==> src/rtl/cart_loader_pkg.sv <==
// rtl/cart_loader_pkg.sv - shared types, constants and helpers for the cartridge loader
//
// Purpose : drain FSM state encoding, serial compare byte width and the
//           16-bit byte-swap used on the memory write path.
// Ports   : none (package).
package cart_loader_pkg;

  // Drain FSM: either nothing in flight, or one request waiting for its ack.
  typedef enum logic [0:0] {
    ST_IDLE     = 1'b0,
    ST_WAIT_ACK = 1'b1
  } state_e;

  // Width of one serial byte in the quirk compare; the full compare key is
  // ID_LEN of these.
  localparam int CMP_BYTE_W = 8;

  // The loader delivers the even byte in [7:0]; memory wants it in [15:8].
  function automatic logic [15:0] swap16(input logic [15:0] d);
    return {d[7:0], d[15:8]};
  endfunction

endpackage

==> src/rtl/cart_loader_if.sv <==
// rtl/cart_loader_if.sv - loader-side and memory-side signal bundle for cart_loader
//
// Purpose : groups the ioctl download port, the toggle-handshake memory port
//           and the status outputs.
// Ports   : master - drives ioctl_* and mem_ack, observes everything else.
//           slave  - the cart_loader side.
interface cart_loader_if #(
  parameter int DW = 16,
  parameter int AW = 25,
  parameter int QW = 3
);
  logic          ioctl_download;
  logic          ioctl_wr;
  logic [AW-1:0] ioctl_addr;
  logic [DW-1:0] ioctl_data;
  logic          ioctl_wait;
  logic [AW-1:0] mem_addr;
  logic [DW-1:0] mem_din;
  logic          mem_req;
  logic          mem_ack;
  logic [AW-1:0] rom_size;
  logic [QW-1:0] quirks;
  logic          overflow;
  logic          done;

  modport master (
    output ioctl_download, ioctl_wr, ioctl_addr, ioctl_data, mem_ack,
    input  ioctl_wait, mem_addr, mem_din, mem_req, rom_size, quirks, overflow, done
  );

  modport slave (
    input  ioctl_download, ioctl_wr, ioctl_addr, ioctl_data, mem_ack,
    output ioctl_wait, mem_addr, mem_din, mem_req, rom_size, quirks, overflow, done
  );
endinterface

==> src/rtl/cart_loader_fifo.sv <==
// rtl/cart_loader_fifo.sv - synchronous write buffer with fill count
//
// Purpose : DEPTH-entry FIFO (DEPTH a power of two) with a combinational head.
// Ports   : clk_sys, reset (sync, active-high)
//           i_push/i_data  - write side, ignored when full
//           i_pop/o_data   - read side, o_data is the current head
//           o_count        - entries held; o_empty/o_full derived from it
module cart_loader_fifo #(
  parameter int W     = 41,
  parameter int DEPTH = 4,
  localparam int PW   = $clog2(DEPTH),
  localparam int CW   = $clog2(DEPTH + 1)
) (
  input  logic          clk_sys,
  input  logic          reset,
  input  logic          i_push,
  input  logic [W-1:0]  i_data,
  input  logic          i_pop,
  output logic [W-1:0]  o_data,
  output logic [CW-1:0] o_count,
  output logic          o_empty,
  output logic          o_full
);

  logic [W-1:0]  r_mem [DEPTH];
  logic [PW-1:0] r_wr_ptr;
  logic [PW-1:0] r_rd_ptr;
  logic [CW-1:0] r_count;
  logic          w_push;
  logic          w_pop;

  assign o_empty = (r_count == '0);
  assign o_full  = (r_count == CW'(DEPTH));
  assign o_count = r_count;
  assign o_data  = r_mem[r_rd_ptr];
  assign w_push  = i_push & ~o_full;
  assign w_pop   = i_pop & ~o_empty;

  // Pointers are exactly log2(DEPTH) wide, so they wrap on their own.
  always_ff @(posedge clk_sys) begin
    if (reset) begin
      r_wr_ptr <= '0;
      r_rd_ptr <= '0;
      r_count  <= '0;
    end else begin
      if (w_push) begin
        r_mem[r_wr_ptr] <= i_data;
        r_wr_ptr        <= r_wr_ptr + 1'b1;
      end
      if (w_pop) begin
        r_rd_ptr <= r_rd_ptr + 1'b1;
      end
      case ({w_push, w_pop})
        2'b10:   r_count <= r_count + 1'b1;
        2'b01:   r_count <= r_count - 1'b1;
        default: r_count <= r_count;
      endcase
    end
  end

endmodule

==> src/rtl/cart_loader.sv <==
// rtl/cart_loader.sv - buffered cartridge download into toggle-handshake memory
//
// Purpose : accepts ioctl writes into a small FIFO, drains them one at a time
//           over a req/ack toggle handshake, tracks the loaded size, captures
//           the cartridge serial and maps it to quirk flags.
// Ports   : clk_sys  - system clock
//           reset    - synchronous active-high reset
//           bus      - cart_loader_if.slave: ioctl_* in / ioctl_wait out,
//                      mem_addr/mem_din/mem_req out, mem_ack in,
//                      rom_size/quirks/overflow/done status out
module cart_loader
  import cart_loader_pkg::*;
#(
  parameter int DW      = 16,
  parameter int AW      = 25,
  parameter int DEPTH   = 4,
  parameter int ID_BASE = 'h183,
  parameter int ID_LEN  = 8,
  parameter int NQ      = 17,
  parameter int QW      = 3,
  parameter logic [NQ*ID_LEN*CMP_BYTE_W-1:0] QUIRK_IDS  = '0,
  parameter logic [NQ*QW-1:0]                QUIRK_MASK = '0
) (
  input  logic          clk_sys,
  input  logic          reset,
  cart_loader_if.slave  bus
);

  localparam int NB  = DW / 8;
  localparam int IDW = ID_LEN * CMP_BYTE_W;
  localparam int FW  = AW + DW;
  localparam int CW  = $clog2(DEPTH + 1);
  localparam logic [AW-1:0] ID_FIRST = AW'(ID_BASE);
  localparam logic [AW-1:0] ID_LAST  = AW'(ID_BASE + ID_LEN - 1);

  state_e        r_state;
  state_e        w_state_nxt;
  logic          w_issue;
  logic          w_acked;

  logic          w_wr_ok;
  logic          w_push;
  logic          w_drop;
  logic [FW-1:0] w_head;
  logic [AW-1:0] w_head_addr;
  logic [DW-1:0] w_head_data;
  logic [DW-1:0] w_din;
  logic [CW-1:0] w_count;
  logic [CW-1:0] w_cnt_nxt;
  logic          w_empty;
  logic          w_full;

  logic          r_mem_req;
  logic [AW-1:0] r_mem_addr;
  logic [DW-1:0] r_mem_din;
  logic          r_wait;

  logic          r_dl_prev;
  logic          w_rise;
  logic          w_fall;
  logic          w_pend;
  logic          w_done_now;
  logic          r_pend;
  logic          r_done;
  logic [AW-1:0] w_end_addr;
  logic [AW-1:0] r_rom_size;
  logic          r_overflow;

  logic [IDW-1:0] r_id;
  logic           w_hit_last;
  logic           r_cmp_go;
  logic           r_apply;
  logic [NQ-1:0]  w_match;
  logic [NQ-1:0]  r_match;
  logic [QW-1:0]  w_qor;
  logic [QW-1:0]  r_quirks;

  // Writes outside the download window never reach the buffer.
  assign w_wr_ok = bus.ioctl_download & bus.ioctl_wr;
  assign w_push  = w_wr_ok & ~w_full;
  assign w_drop  = w_wr_ok & w_full;

  cart_loader_fifo #(
    .W     (FW),
    .DEPTH (DEPTH)
  ) u_fifo (
    .clk_sys (clk_sys),
    .reset   (reset),
    .i_push  (w_push),
    .i_data  ({bus.ioctl_addr, bus.ioctl_data}),
    .i_pop   (w_issue),
    .o_data  (w_head),
    .o_count (w_count),
    .o_empty (w_empty),
    .o_full  (w_full)
  );

  assign w_head_addr = w_head[FW-1:DW];
  assign w_head_data = w_head[DW-1:0];

  if (DW == 16) begin : g_swap
    assign w_din = swap16(w_head_data);
  end else begin : g_noswap
    assign w_din = w_head_data;
  end

  // ---------------- drain FSM ----------------
  assign w_acked = (bus.mem_ack == r_mem_req);

  always_ff @(posedge clk_sys) begin
    if (reset) r_state <= ST_IDLE;
    else       r_state <= w_state_nxt;
  end

  always_comb begin
    w_state_nxt = r_state;
    case (r_state)
      ST_IDLE:     if (!w_empty) w_state_nxt = ST_WAIT_ACK;
      ST_WAIT_ACK: if (w_acked && w_empty) w_state_nxt = ST_IDLE;
      default:     w_state_nxt = ST_IDLE;
    endcase
  end

  // An ack that lands with more data queued issues the next entry in the
  // same cycle, so back-to-back transfers have no idle bubble.
  always_comb begin
    w_issue = 1'b0;
    case (r_state)
      ST_IDLE:     w_issue = ~w_empty;
      ST_WAIT_ACK: w_issue = w_acked & ~w_empty;
      default:     w_issue = 1'b0;
    endcase
  end

  // mem_addr/mem_din only move on an issue, which keeps them stable for the
  // whole time a request is outstanding. Reset re-aligns req with ack so no
  // phantom request is seen.
  always_ff @(posedge clk_sys) begin
    if (reset) begin
      r_mem_req  <= bus.mem_ack;
      r_mem_addr <= '0;
      r_mem_din  <= '0;
    end else if (w_issue) begin
      r_mem_req  <= ~r_mem_req;
      r_mem_addr <= w_head_addr;
      r_mem_din  <= w_din;
    end
  end

  // Back-pressure looks at the count after this cycle's push/pop so the
  // loader sees it one entry before the buffer is actually full.
  always_comb begin
    w_cnt_nxt = w_count;
    if (w_push && !w_issue)      w_cnt_nxt = w_count + 1'b1;
    else if (!w_push && w_issue) w_cnt_nxt = w_count - 1'b1;
  end

  always_ff @(posedge clk_sys) begin
    if (reset) r_wait <= 1'b0;
    else       r_wait <= (w_cnt_nxt >= CW'(DEPTH - 1));
  end

  // ---------------- download status ----------------
  assign w_rise     = bus.ioctl_download & ~r_dl_prev;
  assign w_fall     = ~bus.ioctl_download & r_dl_prev;
  assign w_pend     = r_pend | w_fall;
  assign w_done_now = w_pend & ~bus.ioctl_download & w_empty & (r_state == ST_IDLE);
  assign w_end_addr = bus.ioctl_addr + AW'(NB);

  // A download start clears the status; a write in that same cycle still
  // counts, so its update is applied after the clear.
  always_ff @(posedge clk_sys) begin
    if (reset) begin
      r_dl_prev  <= 1'b0;
      r_rom_size <= '0;
      r_overflow <= 1'b0;
      r_pend     <= 1'b0;
      r_done     <= 1'b0;
    end else begin
      r_dl_prev <= bus.ioctl_download;
      if (w_rise) r_rom_size <= '0;
      if (w_push && (w_rise || (w_end_addr > r_rom_size))) r_rom_size <= w_end_addr;
      if (w_rise) r_overflow <= 1'b0;
      if (w_drop) r_overflow <= 1'b1;
      r_done <= w_done_now;
      r_pend <= w_rise ? 1'b0 : (w_pend & ~w_done_now);
    end
  end

  // ---------------- serial capture and quirk lookup ----------------
  always_comb begin
    w_hit_last = 1'b0;
    for (int b = 0; b < NB; b++) begin
      if (bus.ioctl_addr + AW'(b) == ID_LAST) w_hit_last = w_push;
    end
  end

  always_ff @(posedge clk_sys) begin
    if (reset) begin
      r_id <= '0;
    end else begin
      if (w_rise) r_id <= '0;
      if (w_push) begin
        for (int k = 0; k < ID_LEN; k++) begin
          for (int b = 0; b < NB; b++) begin
            if (bus.ioctl_addr + AW'(b) == ID_FIRST + AW'(k))
              r_id[IDW - CMP_BYTE_W*(k+1) +: CMP_BYTE_W] <= bus.ioctl_data[b*8 +: 8];
          end
        end
      end
    end
  end

  always_comb begin
    w_match = '0;
    w_qor   = '0;
    for (int i = 0; i < NQ; i++) begin
      w_match[i] = (r_id == QUIRK_IDS[i*IDW +: IDW]);
      if (r_match[i]) w_qor = w_qor | QUIRK_MASK[i*QW +: QW];
    end
  end

  // Two-stage lookup: compare all entries, then merge the masks.
  always_ff @(posedge clk_sys) begin
    if (reset) begin
      r_cmp_go <= 1'b0;
      r_apply  <= 1'b0;
      r_match  <= '0;
      r_quirks <= '0;
    end else begin
      r_cmp_go <= w_hit_last;
      r_apply  <= r_cmp_go;
      if (r_cmp_go) r_match <= w_match;
      if (w_rise)       r_quirks <= '0;
      else if (r_apply) r_quirks <= w_qor;
    end
  end

  assign bus.ioctl_wait = r_wait;
  assign bus.mem_addr   = r_mem_addr;
  assign bus.mem_din    = r_mem_din;
  assign bus.mem_req    = r_mem_req;
  assign bus.rom_size   = r_rom_size;
  assign bus.quirks     = r_quirks;
  assign bus.overflow   = r_overflow;
  assign bus.done       = r_done;

endmodule

==> src/flat_wrapper.sv <==
// flat-port wrapper written by rule: the top's interface ports become plain ports
module cart_loader_flat import cart_loader_pkg::*;
#(
  parameter int DW      = 16,
  parameter int AW      = 25,
  parameter int DEPTH   = 4,
  parameter int ID_BASE = 'h183,
  parameter int ID_LEN  = 8,
  parameter int NQ      = 17,
  parameter int QW      = 3,
  parameter logic [NQ*ID_LEN*CMP_BYTE_W-1:0] QUIRK_IDS  = '0,
  parameter logic [NQ*QW-1:0]                QUIRK_MASK = '0
)
  (clk_sys, reset, bus_ioctl_download, bus_ioctl_wr, bus_ioctl_addr, bus_ioctl_data, bus_mem_ack, bus_ioctl_wait, bus_mem_addr, bus_mem_din, bus_mem_req, bus_rom_size, bus_quirks, bus_overflow, bus_done);
  cart_loader_if #(.DW(DW), .AW(AW), .QW(QW)) bus_i ();
  input  logic clk_sys;
  input  logic reset;
  input wire logic [$bits(bus_i.ioctl_download)-1:0] bus_ioctl_download;
  input wire logic [$bits(bus_i.ioctl_wr)-1:0] bus_ioctl_wr;
  input wire logic [$bits(bus_i.ioctl_addr)-1:0] bus_ioctl_addr;
  input wire logic [$bits(bus_i.ioctl_data)-1:0] bus_ioctl_data;
  input wire logic [$bits(bus_i.mem_ack)-1:0] bus_mem_ack;
  output wire logic [$bits(bus_i.ioctl_wait)-1:0] bus_ioctl_wait;
  output wire logic [$bits(bus_i.mem_addr)-1:0] bus_mem_addr;
  output wire logic [$bits(bus_i.mem_din)-1:0] bus_mem_din;
  output wire logic [$bits(bus_i.mem_req)-1:0] bus_mem_req;
  output wire logic [$bits(bus_i.rom_size)-1:0] bus_rom_size;
  output wire logic [$bits(bus_i.quirks)-1:0] bus_quirks;
  output wire logic [$bits(bus_i.overflow)-1:0] bus_overflow;
  output wire logic [$bits(bus_i.done)-1:0] bus_done;
  assign bus_i.ioctl_download = bus_ioctl_download;
  assign bus_i.ioctl_wr = bus_ioctl_wr;
  assign bus_i.ioctl_addr = bus_ioctl_addr;
  assign bus_i.ioctl_data = bus_ioctl_data;
  assign bus_i.mem_ack = bus_mem_ack;
  assign bus_ioctl_wait = bus_i.ioctl_wait;
  assign bus_mem_addr = bus_i.mem_addr;
  assign bus_mem_din = bus_i.mem_din;
  assign bus_mem_req = bus_i.mem_req;
  assign bus_rom_size = bus_i.rom_size;
  assign bus_quirks = bus_i.quirks;
  assign bus_overflow = bus_i.overflow;
  assign bus_done = bus_i.done;
  cart_loader #(.DW(DW), .AW(AW), .DEPTH(DEPTH), .ID_BASE(ID_BASE), .ID_LEN(ID_LEN), .NQ(NQ), .QW(QW), .QUIRK_IDS(QUIRK_IDS), .QUIRK_MASK(QUIRK_MASK)) u_core (.clk_sys(clk_sys), .reset(reset), .bus(bus_i));
endmodule
==> config.mk <==
export PLATFORM = sky130hd
export DESIGN_NAME = cart_loader_flat
export DESIGN_NICKNAME = d
export VERILOG_FILES = /design/src/rtl/cart_loader_pkg.sv /design/src/rtl/cart_loader_if.sv /design/src/rtl/cart_loader_fifo.sv /design/src/rtl/cart_loader.sv /design/src/flat_wrapper.sv
export SDC_FILE = /design/constraint.sdc
export NUM_CORES = 1
export LEC_CHECK = 0
export ABC_CLOCK_PERIOD_IN_PS = 5500
export CORE_MARGIN = 3
export CORE_UTILIZATION = 60
export DETAILED_ROUTE_END_ITERATION = 10
export DONT_BUFFER_PORTS = 1
export GPL_ROUTABILITY_DRIVEN = 0
export GPL_TIMING_DRIVEN = 0
export PLACE_DENSITY = 0.72
export SYNTH_ARGS = -nofsm -noshare
export SYNTH_HDL_FRONTEND = slang
export SYNTH_HIERARCHICAL = 1
export SYNTH_SLANG_ARGS = --single-unit
==> constraint.sdc <==
create_clock -name clk_sys -period 5.5 [get_ports clk_sys]
set_input_delay 1.1 -clock clk_sys [delete_from_list [all_inputs] [get_ports clk_sys]]
set_output_delay 1.1 -clock clk_sys [all_outputs]
set_load 0.01 [all_outputs]
======== Word-level counts from Yosys, hierarchy flattened ========
Memory sizes are Yosys's and may differ from the RTL's. A register that Yosys moved wholly into a read port is not among the register bits.
Cells that the tools add are included.
word-level totals
  bits in writable memories ............... 164
  output and inout port bits .............. 73
  word-level logic and storage cells ...... 72
  flip-flop bits (word level) ............. 39
  memories ................................ 1
cells by class
  eq/ne operators ......................... 4
  $lt $le $gt $ge ......................... 2
  bitwise logic cells ..................... 20
  add/subtract/negate cells ............... 5
  muxes and demuxes ....................... 16
  reductions and logical operators ........ 13
memories
  name                 words  bits a word  read ports  clocked after memory_dff  wr ports  RTL line                text
  u_core.u_fifo.r_mem  4      41           1           1                         1         cart_loader_fifo.sv:25  logic [W-1:0] r_mem [DEPTH];
operator list
  kind                                                                                 number
  25-bit 2-to-1 mux                                                                    2
  25-bit by 2-bit adder with 25-bit output, second input constant                      1
  25-bit > comparator                                                                  1
  1-bit AND                                                                            12
  1-bit 2-to-1 mux                                                                     9
  2-bit nonzero test                                                                   4
  1-bit NOT                                                                            7
  3-bit 2-to-1 mux                                                                     2
  3-bit case mux with 2 select lines                                                   1
  2-bit by 1-bit adder with 2-bit output, second input constant                        2
  1-bit logical AND                                                                    4
  1-bit case mux with 2 select lines                                                   2
  3-bit by 1-bit adder with 3-bit output, second input constant                        1
  3-bit == test, second input constant                                                 1
  3-bit by 2-bit greater-or-equal comparator with 1-bit output, second input constant  1
  3-bit zero test                                                                      1
  3-bit by 1-bit subtractor with 3-bit output, second input constant                   1
  2-bit by 1-bit == test with 1-bit output, second input constant                      1
  2-bit == test, second input constant                                                 1
  1-bit zero test                                                                      2
  2-bit OR reduction                                                                   1
  1-bit == test                                                                        1
  1-bit logical OR                                                                     1
  1-bit OR                                                                             1

======== Logic depth before layout (Yosys ltp) ========
Gate-level depths: netlist (run 1).
  depth in word-level cells ............... 8
  depth in mapped cells ................... 14

======== Hierarchy ========
The synthesis (run 1) kept the hierarchy.
by module, submodules not included
  module            seq. area each (um^2)  times used  cells each  area each (um^2)
  cart_loader_fifo  5104.9                 1           269         6453.7
  cart_loader       1471.4                 1           492         3950.0

======== Worst setup path after synthesis (run 1) ========
OpenSTA, ideal clock, no wires.
  path type ............................... input -> register
  start point ............................. in bus_ioctl_download
  end point ............................... mem u_core.u_fifo.r_mem[1][0], enable pin
  arrival time ............................ 4.620 ns
  path buffers ............................ 1
  data required time ...................... 5.001 ns
  cell stages on the path ................. 5
  slack ................................... 0.382 ns
  path through ............................ nand2_1 nor2_4 nand2b_1 buf_4 nor3b_1
on the way
  longest elaborated chain between the ends .. 6
RTL lines
  item                                    RTL line                text
  start: declaration                      flat_wrapper.sv:18      input wire logic [$bits(bus_i.ioctl_download)-1:0] bus_ioctl_download;
  1-bit AND                               cart_loader.sv:79       assign w_wr_ok = bus.ioctl_download & bus.ioctl_wr;
  1-bit AND                               cart_loader.sv:80       assign w_push = w_wr_ok & ~w_full;
  named net u_core.w_push                 cart_loader.sv:42       logic w_push;
  1-bit AND                               cart_loader_fifo.sv:36  assign w_push = i_push & ~o_full;
  1-bit 2-to-1 mux                        cart_loader_fifo.sv:46  if (w_push) begin
  1-bit 2-to-1 mux                        cart_loader_fifo.sv:41  if (reset) begin
  1-bit 2-to-1 mux (not written as such)  cart_loader_fifo.sv:47  r_mem[r_wr_ptr] <= i_data;
  end: declaration                        cart_loader_fifo.sv:25
The timed path passes the listed nets, and every way through them passes these cells.

======== Worst setup path in the final report (run 1) ========
  start point ............................. in bus_ioctl_addr[1]
  end point ............................... reg u_core.r_rom_size[7], in the netlist u_core/bus.rom_size[7]
on the way
  longest elaborated chain between the ends .. 5
  elaborated cells on any way between the ends .. 6
RTL lines
  item                                                     RTL line            text
  start: declaration                                       flat_wrapper.sv:20  input wire logic [$bits(bus_i.ioctl_addr)-1:0] bus_ioctl_addr;
  25-bit by 2-bit adder with 25-bit output *               cart_loader.sv:168  assign w_end_addr = bus.ioctl_addr + AW'(NB);
  25-bit > comparator                                      cart_loader.sv:182  if (w_push && (w_rise || (w_end_addr > r_rom_size))) r_rom_size <= w_end_addr;
  1-bit logical OR                                         cart_loader.sv:182
  1-bit logical AND                                        cart_loader.sv:182
  25-bit 2-to-1 mux or 2-bit nonzero test (tied branches)  -
  end signal: assignment                                   cart_loader.sv:182
  end: declaration                                         cart_loader.sv:66   logic [AW-1:0] r_rom_size;
Every way passes the cells marked *; elsewhere a longest branch is shown, timed or not.
A chain may end at the register's enable or synchronous reset.

==> impl_metrics.py, run 1 <==
metrics = {
    "logic_synthesis": {
        "synth_area_per_cell_sq_um": 13.7,
        "ys_ff_latch": 246,
        "synth.top_cell.area_share_pct": 47.6,
        "yosysTopAreaCell": "edfxtp_1",
        "ys_warn_count": 6,
        "yosysSeqAreaShare_pct": 63.2,
        "ys_top_cells_by_area": "edfxtp_1, dfxtp_1, mux4_2",
        "syn_inst": 761,
        "yosysMostFrequentCell": "edfxtp_1",
        "synth_top_flop_cell": "edfxtp_1",
        "synth-edff-count": 165,
        "synth_cell_types": 62,
        "synth_top_cells_by_count": "edfxtp_1, nand2_1, dfxtp_1, a21oi_1",
        "synthArstFlopShare_pct": 0,
        "synth.cell_area_sq_um": 10400,
    },
    "routing": {
        "drt-total-wl_um": 22400,
        "wl_per_cell_um": 21.4,
        "drt-initial-drc-count": 547,
        "drc": 0,
        "ant_nets": 0,
        "first_pass_iters": 5,
        "viasPerCell": 6.03,
        "vias": 6303,
    },
    "setup_path": {
        "cp.required_ns": 5.87,
        "r2r_start": "u_core/u_fifo/o_count[0]",
        "endpoint_kind": "flop",
        "cp-startpoint": "bus_ioctl_addr[1]",
        "slowest_stage": "a2bb2oi_1",
        "path_class": "primary input to flop",
        "path_max_fanout": 11,
        "rrSetupSlack_ns": 2.04,
        "critical_path_arrival_ns": 4.46,
        "max_stage_delay_ns": 0.62,
        "start_kind": "primary input",
        "worstPathCellList": "ha_1, and4_1, nand4_2, nor4_1, xor2_1, ha_1, nand4_2, nor3_1, a221oi_1, a31o_4, buf_8, a2bb2oi_1, o2bb2ai_1",
    },
    "placed_design": {
        "dp_hpwl_um": 15700,
        "io_buffers": 0,
        "placed_cells": 999,
        "post_dp_cell_area_sq_um": 10900,
    },
    "layout": {
        "syn2layout_area_growth_pct": 12.9,
        "drive_above_1_share_pct": 15.8,
        "final_cells": 1045,
        "antennaDiodeCount": 0,
        "nNetsFinal": 886,
        "design_area_sq_um": 11700,
        "fillCellCount": 1099,
    },
    "timing": {
        "whs_ns": 0.495,
        "hold_viol": 0,
        "fmax_mhz": 245,
        "setup_tns_ns": 0,
        "finalCritPeriodShare_pct": 74.3,
        "finalSetupViolations": 0,
        "finalMaxSlewViolations": 0,
        "maxSlewHeadroom_pct": 45.0,
        "max_slew.worst_pin.slew_ns": 0.822,
        "clock_skew_ns": 0.0105,
        "post-route-min-period_ns": 4.09,
        "rsz0062_at_grt": "no",
    },
    "clocking": {
        "clock-root-buffer": "clkbuf_16",
        "cts_htree_levels": 1,
        "clk_pin_slew_ns": 0.06,
        "cts_setup_buffers": 0,
        "cts_resized": 0,
        "max-clock-path-buffers": 3,
        "cts_tree": "built",
        "clk_latency_ns": 0.52,
        "clock_sinks": 246,
        "cts_hold_buffers": 0,
        "cts_buffers": 25,
    },
    "die": {
        "start_util_pct": 62.1,
        "num_rows": 47,
        "coreArea_sq_um": 16800,
        "die_area_sq_um": 19000,
        "dieHeight_um": 138,
        "fp.dieW_um": 138,
        "num_io_pins": 119,
    },
    "outcome": {
        "status": "completed",
    },
    "pwr": {
        "p_leak_nw": 3.91,
        "vdd_drop_max_mv": 0.384,
        "powerDensity_nw_per_um2": 419,
        "power.total_mw": 4.92,
    },
    "global_route": {
        "grt_start_max_net_pins": 14,
        "antenna_found_initial": 0,
        "grt-ovfl-total": 0,
        "grt_pass1_wl_um": 35000,
        "grt_pass1_vias": 6590,
        "grt_usage_pct": 24.2,
    },
    "hold_path": {
        "hp-class": "flop to flop",
        "hp-start": "u_core/r_state",
    },
    "run": {
        "maxCapViolations": 0,
    },
}
==> cells by family after synthesis <==
| kind of cell | share of synthesized area (%) |
|---|---|
| muxes | 9.10 |
| AOI/OAI and AO/OA | 7.01 |
| other | 0.0360 |
| and+or+nand+nor | 9.72 |
| buffers and inverters | 4.57 |
| xor gates and xnor gates | 2.19 |
| adders and majority gates | 4.16 |
| DFF | 63.2 |
==> report_power, final <==
part           switching [mW]  leakage, nW  internal, mW  total (mW)
clock network           0.674        0.415          1.04        1.71
registers               0.180         2.15          2.14        2.32
logic                   0.527         1.34         0.363       0.891
total                    1.38         3.91          3.54        4.92
==> layout make-up <==
cell class	instances	area [sq um]	area share, %
Multi-Input combinational cell	435	3380	28.8
Clock buffer	41	756	6.44
Buffer	41	322	2.74
Inverter	41	154	1.31
Timing Repair Buffer	16	188	1.60
Tap cell	220	275	2.34
Sequential cell	246	6580	56.0
Clock inverter	5	93.8	0.799
==> flip-flops by register name (all words and copies together) (netlist names), named ones only <==
register	cells
u_core/r_dl_prev	1
u_core/u_fifo/r_wr_ptr	2
u_core/r_state	1
u_core/bus.rom_size	25
u_core/bus.mem_addr	25
u_core/r_pend	1
u_core/bus.done	1
u_core/bus.mem_req	1
u_core/bus.overflow	1
u_core/u_fifo/r_rd_ptr	2
u_core/bus.mem_din	16
u_core/u_fifo/o_count	3
u_core/bus.ioctl_wait	1
u_core/u_fifo/r_mem	164
==> path summary, 6_finish.rpt <==
| kind | cells after the start | endpoint |
|---|---|---|
| setup / recovery | 13 | u_core/bus.rom_size[7] |
| hold / removal | 2 | u_core/r_state |
| setup reg to reg | 13 | u_core/u_fifo/o_count[2] |
| hold reg to reg | 2 | u_core/r_state |
==> routing by layer <==
metal | up-vias | share of wire [%] | GRT usage [%]
li1 | 2911 | - | -
met1 | 3105 | 40 | 31.3
met2 | 251 | 49 | 39.6
met3 | 36 | 9.7 | 7.27
met4 | 0 | 1.8 | 7.26
met5 | - | 0 | 0
==> critical path: cells and delay by family <==
kind,cells,cell delay (ns)
AOI/OAI and AO/OA,4,1.20
buffers and inverters,1,0.14
and+or+nand+nor,5,1.27
adders and majority gates,2,0.61
xor gates and xnor gates,1,0.14
==> layout by cell type (no fill, tap or decap), types with 14 or more instances in the layout <==
cell / instances
clkbuf_16: 25
edfxtp_1: 165
clkbuf_1: 26
a21oi_1: 74
ha_1: 33
mux4_2: 40
nor2_1: 15
inv_1: 40
nand4_1: 29
o21ai_0: 25
buf_6: 20
nand2_1: 100
xnor2_1: 14
dfxtp_1: 81
==> per-stage QoR <==
stage	util (%)	worst slack [ns]
after floorplan	-	0.382
after global placement	63.8	-2.07
after detailed placement	65.0	0.928
after CTS	70.1	1.47
after global routing	70.1	1.16
final	70.1	1.41
Power figures use the tool's default switching activity.
==> inputs of run 2 (changes only) <==
ABC_CLOCK_PERIOD_IN_PS = 3490   (was 5500)
CORE_UTILIZATION = 57   (was 60)
PLACE_DENSITY = 0.71   (was 0.72)
clock period = 3.49 ns   (was 5.5 ns; I/O delays follow)
==> impl_metrics.py, run 2 (same netlist as run 1, synthesis figures left out) <==
metrics = {
    "clocking": {
        "cts_buffers": 25,
        "clock-root-buffer": "clkbuf_16",
        "cts_htree_levels": 1,
        "clk_pin_slew_ns": 0.06,
        "clk_latency_ns": 0.52,
        "cts_tree": "built",
        "cts_hold_buffers": 0,
        "max-clock-path-buffers": 3,
        "clock_sinks": 246,
    },
    "setup_path": {
        "critPathTopFamily": "simple AND/OR/NAND/NOR gates",
        "cp.buffers_inverters": 1,
        "slowest_stage": "a31oi_2",
        "worstPathCellList": "ha_2, and4_2, nand4_4, nor4_4, xor2_1, ha_1, nand4_2, nor3_1, a221oi_2, a31oi_2, buf_2, o21ai_0, a21oi_1",
        "cp.required_ns": 3.92,
        "start_kind": "primary input",
        "max_stage_delay_ns": 0.56,
        "path_max_fanout": 11,
        "path_class": "primary input to flop",
        "critical_path_arrival_ns": 3.81,
        "endpoint_kind": "flop",
    },
    "layout": {
        "layout_commonest_cell": "edfxtp_1",
        "syn2layout_area_growth_pct": 13.4,
        "nNetsFinal": 887,
        "final_cells": 1050,
        "utilization_pct": 67.1,
        "antennaDiodeCount": 0,
        "final_cell_mix": "edfxtp_1, nand2_1, dfxtp_1, a21oi_1",
        "drive_above_1_share_pct": 17.5,
        "largest_reg_flops": 164,
        "top_register": "u_core/u_fifo/r_mem",
    },
    "timing": {
        "hold_viol": 0,
        "clock_skew_ns": 0.0139,
        "fmax_mhz": 296,
        "finalSetupViolations": 0,
        "max_slew.worst_pin.slew_ns": 0.754,
        "finalCritPeriodShare_pct": 96.7,
        "finalMaxSlewViolations": 0,
        "setup_slack_ns": 0.115,
        "maxSlewHeadroom_pct": 49.5,
        "post-route-min-period_ns": 3.38,
    },
    "die": {
        "fp.dieW_um": 141,
        "die_area_sq_um": 19900,
        "num_rows": 48,
        "start_util_pct": 59.1,
        "dieHeight_um": 141,
        "coreArea_sq_um": 17600,
        "num_io_pins": 119,
    },
    "global_route": {
        "grt_pass1_wl_um": 35600,
        "antenna_found_initial": 0,
        "grt-ovfl-total": 0,
        "grt_start_max_net_pins": 15,
        "grt_usage_pct": 22.8,
        "grt_pass1_vias": 6666,
    },
    "routing": {
        "drt-initial-drc-count": 461,
        "wl_per_cell_um": 21.8,
        "drt-total-wl_um": 22900,
        "drc": 0,
        "ant_nets": 0,
        "viasPerCell": 6.07,
        "vias": 6373,
        "first_pass_iters": 5,
    },
    "run": {
        "maxCapViolations": 0,
    },
    "pwr": {
        "powerDensity_nw_per_um2": 655,
        "clockPowerShare_pct": 34.5,
        "p_leak_nw": 3.95,
        "vdd_drop_max_mv": 0.561,
        "internal-power_mw": 5.56,
        "p_sw_share_pct": 28.1,
        "power.total_mw": 7.73,
        "pwr-share-comb_pct": 18.2,
        "seqPwrFrac_pct": 47.3,
        "p_switching_mw": 2.18,
    },
    "placed_design": {
        "pre_cts_ws_ns": -0.612,
        "dp_hpwl_um": 16100,
        "io_buffers": 0,
        "placed_cells": 1004,
    },
    "hold_path": {
        "hp-class": "primary input to flop",
    },
    "outcome": {
        "status": "completed",
    },
}
run 2: cell count changes in the layout (fill, tap and decap cells not counted), sizes merged:
cell	previous run	this run
clkinv	2	8
buf	38	42
clkbuf	59	49
inv	42	41
clkinvlp	0	1
run 2: through the flow:
stage	setup TNS [ns]	hold slack (ns)	area, sq um
after floorplan	-200.85	0.459	10400
after global placement	-604.66	0.469	10700
after detailed placement	-12.52	0.481	10900
after CTS	0	0.253	11800
after global routing	-0.00612	0.255	11800
final	0	0.269	11800
run 2: timing repair:
action                                  CTS  global route
resized for setup                         6             6
buffers inserted                          0             2
pin swaps                                 0             2
gates cloned                              0             1
endpoints found under the setup margin   17            20
run 2: final timing paths:
path | from | endpoint | slack [ns] | cells after the start
max | bus_ioctl_addr[1] | u_core/bus.rom_size[20] | 0.11 | 13
max reg2reg | u_core/bus.mem_req | u_core/u_fifo/o_count[2] | 0.46 | 13
min | bus_ioctl_download | u_core/bus.done | 0.27 | 1
min reg2reg | u_core/r_state | u_core/r_state | 0.49 | 2
run 2: area by class of cell:
cell class,instances,area [sq um]
clock buffers,34,731
clock inverters,11,105
repair buffers,19,200
multi-input cells,435,3430
inverters,41,154
well taps,225,282
flip-flops and latches,246,6580
fillers,1225,5790
plain buffers,39,323
run 2: per-layer routing:
layer / GRT usage, % / routed length, um / vias to the layer above
li1: - / - / 2914
met1: 28.9 / 9000 / 3169
met2: 38.5 / 11300 / 239
met3: 5.77 / 1900 / 51
met4: 7.55 / 754 / 0
met5: 0 / 0 / -
run 2: power by group through the flow:
stage | clock network [mW] | logic, mW | registers [mW]
after floorplan | 0 | 1.05 | 3.66
after global placement | 0 | 1.34 | 3.72
after detailed placement | 0 | 1.40 | 3.73
after CTS | 2.72 | 1.42 | 3.67
after global routing | 2.82 | 1.56 | 3.69
final | 2.67 | 1.41 | 3.66
==> inputs of run 3 (changes only) <==
SLEW_MARGIN = 20   (was default)
==> impl_metrics.py, run 3 (same netlist as run 1, synthesis figures left out) <==
metrics = {
    "timing": {
        "rsz0062_at_grt": "no",
        "fmax_mhz": 300,
        "finalMaxSlewViolations": 0,
        "max_slew.worst_pin.slew_ns": 0.647,
        "finalCritPeriodShare_pct": 95.4,
        "clock_skew_ns": 0.00819,
        "hold_viol": 0,
        "finalSetupViolations": 0,
        "post-route-min-period_ns": 3.33,
        "maxSlewHeadroom_pct": 56.9,
        "setup_slack_ns": 0.159,
    },
    "die": {
        "start_util_pct": 59.1,
        "num_rows": 48,
        "num_io_pins": 119,
        "dieHeight_um": 141,
        "fp.dieW_um": 141,
        "die_area_sq_um": 19900,
        "coreArea_sq_um": 17600,
    },
    "run": {
        "maxCapViolations": 0,
    },
    "setup_path": {
        "critPathTopFamily": "simple AND/OR/NAND/NOR gates",
        "r2r_start": "u_core/bus.mem_req",
        "r2r_end": "u_core/u_fifo/o_count[2]",
        "cp.buffers_inverters": 2,
        "start_kind": "primary input",
        "cp.required_ns": 3.93,
        "rrSetupSlack_ns": 0.43,
        "endpoint_kind": "flop",
        "path_max_fanout": 11,
        "worstPathCellList": "ha_2, and4_4, nand4_4, nor4_4, xor2_1, ha_1, nand4_2, or4_1, o21ai_2, a31o_4, buf_8, buf_12, nand4_1, a21oi_1",
        "critical_path_arrival_ns": 3.77,
        "max_stage_delay_ns": 0.58,
        "slowest_stage": "or4_1",
        "crit_cells": 14,
        "path_class": "primary input to flop",
        "rr_worst_depth": 13,
    },
    "layout": {
        "largest_reg_flops": 164,
        "final_cell_mix": "edfxtp_1, nand2_1, dfxtp_1, a21oi_1",
        "layout_commonest_cell": "edfxtp_1",
        "nNetsFinal": 891,
        "antennaDiodeCount": 0,
        "syn2layout_area_growth_pct": 12.6,
        "top_register": "u_core/u_fifo/r_mem",
        "fillCellCount": 1246,
        "drive_above_1_share_pct": 17.3,
    },
    "pwr": {
        "seqPwrFrac_pct": 48.5,
        "pwr-share-comb_pct": 18.6,
        "clockPowerShare_pct": 33.0,
        "internal-power_mw": 5.38,
        "p_switching_mw": 2.17,
        "vdd_drop_max_mv": 0.444,
        "p_leak_nw": 3.93,
        "powerDensity_nw_per_um2": 645,
        "p_sw_share_pct": 28.7,
        "power.total_mw": 7.55,
    },
    "clocking": {
        "clk_latency_ns": 0.52,
        "cts_buffers": 25,
        "clk_pin_slew_ns": 0.06,
        "cts_htree_levels": 1,
        "max-clock-path-buffers": 3,
        "cts_hold_buffers": 0,
        "cts_tree": "built",
        "clock_sinks": 246,
        "clock-root-buffer": "clkbuf_16",
    },
    "hold_path": {
        "hp-start": "bus_ioctl_download",
        "min_to": "u_core/bus.done",
        "hp-class": "primary input to flop",
        "min_path_cells": 1,
    },
    "routing": {
        "drc": 0,
        "dr_wl_met2_um": 11100,
        "viasPerCell": 6.03,
        "first_pass_iters": 5,
        "drt-initial-drc-count": 525,
        "wl_met3_um": 2010,
        "ant_nets": 0,
        "wl_per_cell_um": 21.6,
        "wl_met1_um": 8960,
        "routed.top_layer": "met4",
        "vias": 6359,
        "drt-total-wl_um": 22800,
    },
    "global_route": {
        "grt_pass1_vias": 6613,
        "grt-ovfl-total": 0,
        "grt_start_max_net_pins": 20,
        "antenna_found_initial": 0,
        "grt_pass1_wl_um": 35400,
        "grt_usage_pct": 22.8,
    },
    "outcome": {
        "status": "completed",
    },
    "placed_design": {
        "pre_cts_ws_ns": -0.628,
        "dp_hpwl_um": 16200,
        "io_buffers": 0,
    },
}
## run 3: cell types whose count changed in the layout (fill, tap and decap cells not counted), sizes merged
cell	previous run	this run
buf	42	46
clkinv	8	10
bufinv	2	1
clkinvlp	1	0
inv	41	42
## run 3: routing by layer
layer | global-route usage, % | vias up
li1 | - | 2931
met1 | 28.9 | 3122
met2 | 38.3 | 259
met3 | 6.04 | 47
met4 | 7.60 | 0
met5 | 0 | -
## run 3: layout make-up
cell class	instances	area, sq um	share of cell area [%]
clock inverters	12	85.1	0.726
multi-input cells	435	3430	29.3
flip-flops and latches	246	6580	56.1
repair buffers	23	181	1.55
plain buffers	39	323	2.76
well taps	225	282	2.40
clock buffers	34	679	5.80
inverters	41	154	1.31
## run 3: worst register-to-register path, delay by kind of cell (launching register included)
family	cells	cell delay [ns]
AO/OA/AOI/OAI	2	0.33
XOR/XNOR	2	0.37
flip-flops	1	0.50
AND/OR/NAND/NOR	3	0.47
buffers and inverters	4	0.79
adder cells (fa/ha/maj)	2	0.54
## run 3: worst max path at each step
stage                  startpoint                         end  slack [ns]
2_1_floorplan  bus_ioctl_download   u_core/u_fifo/r_mem[1][0]       -1.23
3_3_place_gp   bus_ioctl_download  u_core/u_fifo/r_mem[2][24]       -3.68
3_5_place_dp    bus_ioctl_addr[1]      u_core/bus.rom_size[7]       -0.63
4_1_cts         bus_ioctl_addr[1]     u_core/bus.rom_size[12]        0.02
5_1_grt         bus_ioctl_addr[1]     u_core/bus.rom_size[17]       0.005
6_report        bus_ioctl_addr[1]     u_core/bus.rom_size[15]        0.16
## run 3: stage by stage
stage                     util (%)  instances  hold WS, ns  area [sq um]  TNS (ns)
after global placement        60.8        988        0.469         10700   -604.66
final                         66.6       1055        0.266         11700         0
after detailed placement      61.8       1008        0.479         10900    -12.83
after CTS                     66.3       1053        0.250         11700         0
after global routing          66.6       1055        0.249         11700         0
after floorplan                  -        763        0.459         10400   -200.85
## run 3: what timing repair did
action / 4_1_cts / 5_1_grt
setup endpoints to repair: 16 / 20
resized for setup: 5 / 9
buffers inserted: 0 / 2
pin swaps: 0 / 3
cloned: 0 / 1
## run 3: power groups by stage
stage	registers [mW]	logic [mW]	clock network, mW
after floorplan	3.66	1.05	0
after global placement	3.72	1.34	0
after detailed placement	3.73	1.41	0
after CTS	3.67	1.40	2.53
after global routing	3.69	1.56	2.64
final	3.66	1.40	2.49
